$ cat config.mk
export PLATFORM = sky130hd
export DESIGN_NAME = load_store_unit
export DESIGN_NICKNAME = d
export VERILOG_FILES = /design/src/rtl/load_store_unit.sv
export SDC_FILE = /design/constraint.sdc
export NUM_CORES = 1
export LEC_CHECK = 0
export CAP_MARGIN = 10
export CELL_PAD_IN_SITES_DETAIL_PLACEMENT = 1
export CELL_PAD_IN_SITES_GLOBAL_PLACEMENT = 1
export CORE_MARGIN = 2
export CORE_UTILIZATION = 31
export DETAILED_ROUTE_END_ITERATION = 6
export PLACE_DENSITY = 0.91
export SETUP_SLACK_MARGIN = 0.5
export SYNTH_ARGS = -nofsm -noshare
export SYNTH_HDL_FRONTEND = slang
export SYNTH_SLANG_ARGS = --single-unit
$ cat constraint.sdc
create_clock -name clk -period 3.4 [get_ports clk]
set_input_delay 0.68 -clock clk [delete_from_list [all_inputs] [get_ports clk]]
set_output_delay 0.68 -clock clk [all_outputs]
set_load 0.01 [all_outputs]
$ cat src/rtl/load_store_unit.sv
// ============================================================================
// Module  : load_store_unit
// Purpose : CPU-side load/store unit with sub-word extract/extend and RMW stores.
// Revision: 1.0 - initial release
// ============================================================================
`default_nettype none

module load_store_unit (
    input  logic        clk,
    input  logic        rst_n,
    input  logic [31:0] Address,
    input  logic [31:0] WriteData,
    input  logic        MemRead,
    input  logic        MemWrite,
    input  logic [1:0]  Size,
    input  logic        Unsigned,
    output logic [31:0] ReadData,
    output logic        Stall,
    output logic        Misaligned,
    output logic [31:0] MemAddress,
    output logic [31:0] MemWriteData,
    output logic        MemWriteEn,
    output logic        MemReadEn,
    input  logic [31:0] MemReadData
);

    localparam logic [1:0] C_SZ_BYTE = 2'b00;
    localparam logic [1:0] C_SZ_HALF = 2'b01;
    localparam logic [1:0] C_SZ_WORD = 2'b10;

    typedef enum logic [1:0] {
        ST_IDLE      = 2'd0,
        ST_LOAD_DONE = 2'd1,
        ST_RMW_WRITE = 2'd2
    } state_t;

    state_t      r_state;
    logic [31:0] r_word;

    logic        w_req;
    logic        w_misaligned;
    logic        w_is_store;

    function automatic logic [31:0] f_extract(input logic [31:0] word,
                                              input logic [1:0]  lane,
                                              input logic [1:0]  size,
                                              input logic        uns);
        logic [7:0]  b;
        logic [15:0] h;
        case (lane)
            2'd0:    b = word[7:0];
            2'd1:    b = word[15:8];
            2'd2:    b = word[23:16];
            default: b = word[31:24];
        endcase
        h = lane[1] ? word[31:16] : word[15:0];
        case (size)
            C_SZ_BYTE: f_extract = uns ? {24'd0, b} : {{24{b[7]}}, b};
            C_SZ_HALF: f_extract = uns ? {16'd0, h} : {{16{h[15]}}, h};
            default:   f_extract = word;
        endcase
    endfunction

    function automatic logic [31:0] f_merge(input logic [31:0] word,
                                            input logic [31:0] wdata,
                                            input logic [1:0]  lane,
                                            input logic [1:0]  size);
        logic [31:0] m;
        m = word;
        if (size == C_SZ_BYTE) begin
            case (lane)
                2'd0:    m[7:0]   = wdata[7:0];
                2'd1:    m[15:8]  = wdata[7:0];
                2'd2:    m[23:16] = wdata[7:0];
                default: m[31:24] = wdata[7:0];
            endcase
        end else if (lane[1]) begin
            m[31:16] = wdata[15:0];
        end else begin
            m[15:0]  = wdata[15:0];
        end
        f_merge = m;
    endfunction

    assign w_req        = MemRead | MemWrite;
    assign w_is_store   = MemWrite;
    assign w_misaligned = ((Size == C_SZ_HALF) && Address[0])
                        || ((Size == C_SZ_WORD) && (Address[1:0] != 2'b00))
                        || (Size == 2'b11);

    assign MemAddress = {Address[31:2], 2'b00};

    // Handshake outputs are combinational so a request is seen in its own cycle.
    always_comb begin
        MemReadEn    = 1'b0;
        MemWriteEn   = 1'b0;
        Stall        = 1'b0;
        MemWriteData = WriteData;
        if (rst_n) begin
            case (r_state)
                ST_IDLE: begin
                    if (w_req && !w_misaligned) begin
                        if (w_is_store && (Size == C_SZ_WORD)) begin
                            MemWriteEn = 1'b1;
                        end else begin
                            MemReadEn = 1'b1;
                            Stall     = 1'b1;
                        end
                    end
                end
                ST_RMW_WRITE: begin
                    MemWriteEn   = 1'b1;
                    MemWriteData = r_word;
                end
                default: ;
            endcase
        end
    end

    always_ff @(posedge clk) begin
        if (!rst_n) begin
            r_state    <= ST_IDLE;
            ReadData   <= 32'd0;
            Misaligned <= 1'b0;
            r_word     <= 32'd0;
        end else begin
            case (r_state)
                ST_IDLE: begin
                    if (w_req) begin
                        if (w_misaligned) begin
                            Misaligned <= 1'b1;
                            if (!w_is_store) begin
                                ReadData <= 32'd0;
                            end
                        end else if (w_is_store) begin
                            // Merge at capture so RMW_WRITE only replays the stored word.
                            if (Size != C_SZ_WORD) begin
                                r_word  <= f_merge(MemReadData, WriteData, Address[1:0], Size);
                                r_state <= ST_RMW_WRITE;
                            end
                        end else begin
                            ReadData <= f_extract(MemReadData, Address[1:0], Size, Unsigned);
                            r_state  <= ST_LOAD_DONE;
                        end
                    end
                end
                ST_LOAD_DONE: r_state <= ST_IDLE;
                ST_RMW_WRITE: r_state <= ST_IDLE;
                default:      r_state <= ST_IDLE;
            endcase
        end
    end

endmodule

`default_nettype wire

======== Yosys cells after proc, flatten, opt, wreduce, memory -nomap -nowiden ========
Index checks and enable logic that the tools add are counted.
word-level totals
  register bits after elaboration ......... 67
  bits of input ports ..................... 103
operators by class
  equal/unequal tests ..................... 8
  multiplexer cells ....................... 27
  bitwise gates (word level) .............. 3
  reductions and logical operators ........ 17
operators with widths
  kind                count
  $mux 32             8
  $pmux 32 s2         1
  $mux 16             3
  $mux 8              4
  $pmux 8 s3          1
  $reduce_and 3->1    3
  $eq 2x2->1 const B  4
  $mux 1              7
  $logic_not 2->1     3
  $reduce_and 5->1    1
  $eq 2x1->1 const B  2
  $logic_and 1x1->1   4
  $mux 2              2
  $reduce_or 3->1     1
  $logic_or 1x1->1    2
  $ne 2x1->1 const B  1
  $ne 2x2->1 const B  1
  $not 1->1           2
  $pmux 1 s2          1
  $reduce_and 2->1    1
  $reduce_bool 2->1   1
  $logic_not 1->1     1
  $or 1x1->1          1

======== Logic depth before layout (Yosys ltp) ========
Gate-level depths: netlist of the first run.
  word-level depth ........................ 9
  mapped depth ............................ 7
  gate-level depth less buffers ........... 4

======== Worst setup path before layout of the first run ========
OpenSTA, ideal clock, no wires.
  kind .................................... input port to output port
  from .................................... input port Size[1]
  to ...................................... output port Stall
  arrival time ............................ 1.802 ns
  setup slack ............................. 0.918 ns
  stages on the path ...................... 6
  buffers on the path ..................... 2
  cells stage by stage .................... clkbuf_1 > a21oi_1 > or2_2 > nand2_1 > nor3_1 > buf_4
on the way
  longest elaborated chain between the ends .. 9
  elaborated cells on any way between the ends .. 14
ends and longest elaborated chain
  item                                             RTL line     RTL
  start: declaration                               15           input logic [1:0] Size,
  $eq 2x1->1 / $eq 2x2->1 (equally long branches)  87, 88, 103
  $logic_and 1x1->1, on equally long branches      87, 88
  $logic_or 1x1->1                                 88           || ((Size == C_SZ_WORD) && (Address[1:0] != 2'b00))
  $logic_or 1x1->1                                 89           || (Size == 2'b11);
  $logic_not 1->1                                  102          if (w_req && !w_misaligned) begin
  $logic_and 1x1->1                                102
  $mux 1 * (3 in a row)                            n/a
  end: declaration                                 18           output logic Stall,
Every way passes the cells marked *; elsewhere a longest branch is shown, timed or not.

======== Worst setup path after layout of the first run ========
  from .................................... input port rst_n
  to ...................................... output port MemWriteData[4]
on the way
  longest elaborated chain between the ends .. 1
ends and longest elaborated chain
  item                RTL line  RTL
  start: declaration  10        input logic rst_n,
  $mux 32             99        if (rst_n) begin
  end: declaration    21        output logic [31:0] MemWriteData,
Every way passes these cells.

==> flow_summary_export.csv, run 1 <==
group,metric,value,unit
run_status,status,"finished clean",
logic_synthesis,netlist_instances,461,
clocking,htreeDepth,3,
clocking,clkLatencyLatePin,0.33,ns
setup_path,critPathMaxFanout,8,
logic_synthesis,synth-seq-area-share,32.76,%
detailed_routing,finalWirelength,15230,um
die,io_pins,203,
logic_synthesis,yosysWarningCount,0,
grt,grtUsageTotal,21.46,%
logic_synthesis,synthTopCellsByArea,"dfxtp_1, mux2_2, a22o_1",
grt,grt_max_degree,67,
die,initial_utilization,32.05,%
detailed_routing,m1WireLength,6497,um
sta,finalSetupViolCount,0,
setup_path,crit_chain,"buf_2 -> nand3b_1 -> buf_4 -> mux2_2 -> clkdlybuf4s50_1",
setup_path,reg2reg_depth,4,
placement,port_buffers,140,
logic_synthesis,ys_ff_latch,67,
setup_path,endpoint_kind,"output port",
hold_path,min_path_cells,1,
final_layout,area_growth,40.25,%
die,die-area,14140,sq um
setup_path,crit_path_top_delay_cell,"clkdlybuf4s50_1",
final_layout,nets,659,
logic_synthesis,synth_edf_count,0,
detailed_routing,drcViolationCount,0,
final_layout,final_layout_size_suffix_gt1_share,13.73,%
sta,min_period,2.844,ns
clocking,cts_hold_buffers,0,
power_and_ir_drop,power.density,409.1,nW/um^2
setup_path,crit_arrival,2.16,ns
detailed_routing,ant_nets,0,
setup_path,critPathKind,"in -> out",
logic_synthesis,synthTopCellsByCount,"dfxtp_1, o21ai_0, a21oi_1",
detailed_routing,met3WireLength,1040,um
detailed_routing,routed-wl-met2,7293,um
final_layout,antenna_cells,0,
detailed_routing,drt_iter0_markers,275,
grt,grt-ovfl-total,0,
detailed_routing,vias,4024,
power_and_ir_drop,p_leak,2.318,nW
die,die_w,118.9,um
final_layout,fin_cells,733,
clocking,cts.clk_slew.worst_paths,0.05,ns
final_layout,final_util,44.95,%
die,die_h,118.9,um
sta,max_slew_margin,51.30,%
grt,grt_pass1_wl,23860,um
sta,hold_viol_final,0,
placement,post-place-ws,0.2491,ns
sta,tns,0,ns
setup_path,max_stage_delay,0.48,ns
sta,skew,0.005292,ns
detailed_routing,routedWlPerCell,20.78,um
detailed_routing,avgViaCountPerCell,5.490,
detailed_routing,dr.pass1.iters,4,
placement,numPlacedInstances,717,
sta,timing.final.crit_share,83.64,%
sta,worst_pin_slew,0.7262,ns
sta,rsz0062_at_grt,"no",
die,rows,41,
clocking,cts_inserted_buffers,9,
placement,routabilityCongestion,0.8351,
setup_path,cp-start-kind,"primary input",
power_and_ir_drop,total_power,0.002349,W
logic_synthesis,syn_avg_cell_area,8.881,sq um
sta,fmax,351.6,MHz
grt,antenna_found_initial,0,
power_and_ir_drop,ir_worst_vdd,0.0002562,V
hold_path,min_path_type,"reg -> reg",
logic_synthesis,ys_types,53,
logic_synthesis,synth_top_cell_by_area,"dfxtp_1",
placement,place_hpwl,11610,um
sta,setup_slack,0.5561,ns
setup_path,required,2.72,ns
logic_synthesis,synthesis.area,4094,sq um
clocking,cts_root_buf,"clkbuf_16",
run,cap_violations,0,
logic_synthesis,synth_top_area_share,32.76,%
logic_synthesis,synth_flop_cell,"dfxtp_1",
grt,grt_pass1_vias,4345,
logic_synthesis,async_flop_share,0,%
logic_synthesis,synth_most_common_cell,"dfxtp_1",
sta,drv_slew,0,
clocking,cts_tree,"done",
clocking,clock-sinks,67,
die,fp.coreArea,12770,sq um
detailed_routing,top_layer,"met4",
clocking,clock_path_buffers,2,
stage by stage:
stage / hold WS, ns / cell area, sq um
after CTS: 0.4758 / 5729
after detailed placement: 0.4629 / 5399
after floorplan: 0.4283 / 4098
final: 0.4749 / 5742
after global placement: 0.4433 / 5399
after global routing: 0.5021 / 5742
state kept, by name (all words and copies together), names as in the netlist:
name and flops:
Misaligned 1, ReadData 32, r_state 2, r_word 32
worst max-delay path, delay by kind of cell:
| family | cells | cell delay, ns |
|---|---|---|
| buffers and inverters | 3 | 0.88 |
| muxes | 1 | 0.36 |
| and+or+nand+nor | 1 | 0.24 |
cells in the final DEF, fill, tap and decap left out, drive strengths merged, types with 18 or more instances in the layout:
cell	instances
nand2	19
mux2i	26
a22o	30
mux2	34
a21oi	37
dfxtp	67
nor2b	18
clkdlybuf4s50	134
o21ai	43
timing repair:
item | in CTS | in global routing
pin swaps | 1 | 0
setup buffers | 0 | 0
endpoints found under the setup margin | 27 | 24
gates resized for setup | 7 | 3
routing by layer:
metal | global-route usage, % | vias up
li1 | - | 1852
met1 | 26.97 | 1940
met2 | 35.24 | 193
met3 | 4.310 | 39
met4 | 9.970 | 0
met5 | 0 | -
cell families after synthesis:
family / Yosys count / share of synthesized area, %
buffers and inverters: 76 / 10.70
DFF: 67 / 32.76
AOI/OAI and AO/OA: 176 / 29.37
other: 1 / 0.09160
and+or+nand+nor: 81 / 11.37
muxes: 60 / 15.71
final timing paths:
| check | from | end | slack, ns |
|---|---|---|---|
| setup reg to reg | r_state[0] | ReadData[24] | 1.27 |
| hold reg to reg | Misaligned | Misaligned | 0.47 |
| hold / removal | Misaligned | Misaligned | 0.47 |
| setup / recovery | rst_n | MemWriteData[4] | 0.56 |
area by class of cell:
class | instances | area [sq um]
Fill cell | 1427 | 7032
Tap cell | 172 | 215.2
Clock buffer | 11 | 252.7
Multi-Input combinational cell | 319 | 2327
Clock inverter | 5 | 75.07
Sequential cell | 67 | 1341
Inverter | 4 | 15.01
Timing Repair Buffer | 155 | 1515
where the power goes:
part | switching, W | leakage [nW] | internal, W | total [W]
clock | 0.000351 | 0.165 | 0.000678 | 0.00103
combinational | 0.000232 | 1.61 | 0.000240 | 0.000472
sequential | 0.0000243 | 0.546 | 0.000823 | 0.000847
total | 0.000608 | 2.32 | 0.00174 | 0.00235
No activity file was read; power rests on OpenSTA's default activity.
==> inputs of run 2 (changes only) <==
--- a/config.mk
+++ b/config.mk
@@ -9,9 +9,9 @@
 export CELL_PAD_IN_SITES_DETAIL_PLACEMENT = 1
 export CELL_PAD_IN_SITES_GLOBAL_PLACEMENT = 1
 export CORE_MARGIN = 2
-export CORE_UTILIZATION = 31
+export CORE_UTILIZATION = 26
 export DETAILED_ROUTE_END_ITERATION = 6
-export PLACE_DENSITY = 0.91
+export PLACE_DENSITY = 0.82
 export SETUP_SLACK_MARGIN = 0.5
 export SYNTH_ARGS = -nofsm -noshare
 export SYNTH_HDL_FRONTEND = slang
==> constraint.sdc (replaced) <==
create_clock -name clk -period 2.5 [get_ports clk]
set_input_delay 0.5 -clock clk [delete_from_list [all_inputs] [get_ports clk]]
set_output_delay 0.5 -clock clk [all_outputs]
set_load 0.01 [all_outputs]
==> run 2 against run 1 <==
Effect of this change: sequential power increased by 36%; routed wire length increased by 12%; non-clock buffer count increased by 38.
==> flow_summary_export.csv, run 2 (same netlist as run 1, synthesis figures left out) <==
group,metric,value,unit
final_layout,final_cell_mix,"clkdlybuf4s50_1, dfxtp_1, o21ai_0",
setup_path,critPathKind,"reg -> out",
power_and_ir_drop,power.density,499.9,nW/um^2
die,initial_utilization,26.73,%
detailed_routing,ant_nets,0,
die,fp.coreArea,15310,sq um
sta,hold_viol_final,0,
clocking,clkLatencyLatePin,0.34,ns
sta,fmax,448.9,MHz
final_layout,final_common_cell,"clkdlybuf4s50_1",
clocking,cts_root_buf,"clkbuf_16",
placement,port_buffers,140,
clocking,htreeDepth,3,
run_status,status,"finished clean",
sta,setup_slack,0.2725,ns
sta,rsz0062_at_grt,"yes",
detailed_routing,avgViaCountPerCell,5.150,
clocking,cts_tree,"done",
setup_path,critPathMaxFanout,8,
die,die_w,129.5,um
grt,grt_pass1_vias,4358,
setup_path,cp-start-kind,"register",
die,io_pins,203,
setup_path,required,2.00,ns
grt,grt_pass1_wl,25220,um
die,die-area,16770,sq um
sta,worst_pin_slew,0.5882,ns
clocking,cts.clk_slew.worst_paths,0.05,ns
final_layout,area_growth,53.21,%
detailed_routing,drcViolationCount,0,
sta,min_period,2.228,ns
sta,drv_slew,0,
clocking,clock_path_buffers,2,
grt,grtUsageTotal,19.90,%
final_layout,top_regs,"ReadData: 32 flops, r_word: 32 flops, r_state: 2 flops",
sta,max_slew_margin,60.74,%
grt,grt_max_degree,50,
placement,routabilityCongestion,0.9128,
final_layout,final_layout_size_suffix_gt1_share,27.05,%
detailed_routing,finalWirelength,17020,um
run,cap_violations,0,
die,die_h,129.5,um
detailed_routing,dr.pass1.iters,4,
power_and_ir_drop,ir_worst_vdd,0.0003217,V
placement,place_hpwl,12320,um
sta,finalSetupViolCount,0,
die,rows,45,
detailed_routing,drt_iter0_markers,248,
detailed_routing,routedWlPerCell,20.98,um
power_and_ir_drop,p_leak,2.645,nW
final_layout,final_cell_area,6272,sq um
clocking,cts_inserted_buffers,9,
detailed_routing,vias,4177,
setup_path,crit_arrival,1.73,ns
grt,grt-ovfl-total,0,
placement,dpl-instance-area,5645,sq um
grt,antenna_found_initial,0,
sta,hold-worst-slack,0.4583,ns
placement,post-place-ws,-0.2536,ns
final_layout,final_util,40.96,%
hold_path,min_path_type,"reg -> reg",
clocking,clock-sinks,67,
sta,timing.final.crit_share,89.10,%
final_layout,nets,697,
setup_path,endpoint_kind,"output port",
sta,skew,0.006740,ns
-- run 2: critical path: stages, from the launching register on --
cell and delay (ns):
dfxtp_2 0.33, nand3b_1 0.22, buf_6 0.17, buf_12 0.12, buf_16 0.14, mux2_2 0.28, buf_6 0.12
-- run 2: final timing paths --
check | startpoint | end | slack [ns] | cells after the start
worst max-delay path | r_state[0] | MemWriteData[15] | 0.27 | 6
worst min-delay path | r_word[29] | r_word[29] | 0.46 | 2
worst max register to register | r_state[1] | ReadData[8] | 0.55 | 6
worst min register to register | r_word[29] | r_word[29] | 0.46 | 2
-- run 2: routing by layer --
metal	part of all wire (%)	up-vias	routed length, um	global-route usage [%]
li1	-	1933	-	-
met1	43	2045	7325	25.83
met2	48	160	8140	32.17
met3	6.4	39	1097	4.500
met4	2.7	0	454	7.780
met5	0	-	0	0
-- run 2: metrics by stage --
step | setup TNS [ns] | power, W | std cells
2_1_floorplan | 0 | 0.001520 | 462
3_3_place_gp | -0.5365 | 0.001818 | 776
3_5_place_dp | -1.331 | 0.001844 | 776
4_1_cts | 0 | 0.003145 | 803
5_1_grt | 0 | 0.003267 | 810
6_report | 0 | 0.003136 | 811
-- run 2: layout make-up --
type / instances / area (sq um)
clock buffer: 11 / 242.7
fill: 1750 / 9042
sequential: 67 / 1343
clock inverter: 5 / 52.55
timing repair buffer: 193 / 1962
multi-input combinational: 319 / 2391
antenna: 1 / 2.502
tap: 211 / 264.0
inverter: 4 / 15.01
-- run 2: power breakdown --
group / switching, W / internal (W) / leakage [nW]
clock network: 0.000467 / 0.000793 / 0.145
registers: 0.0000341 / 0.00112 / 0.547
logic: 0.000346 / 0.000375 / 1.95
total: 0.000847 / 0.00229 / 2.64
-- run 2: repair_timing --
item                       in CTS  in global routing
pin swaps                       1                  7
setup endpoints to repair      96                 64
gates resized for setup       193                 35
gates cloned                    3                  3
hold buffers                    0                  0
buffers inserted                8                  4
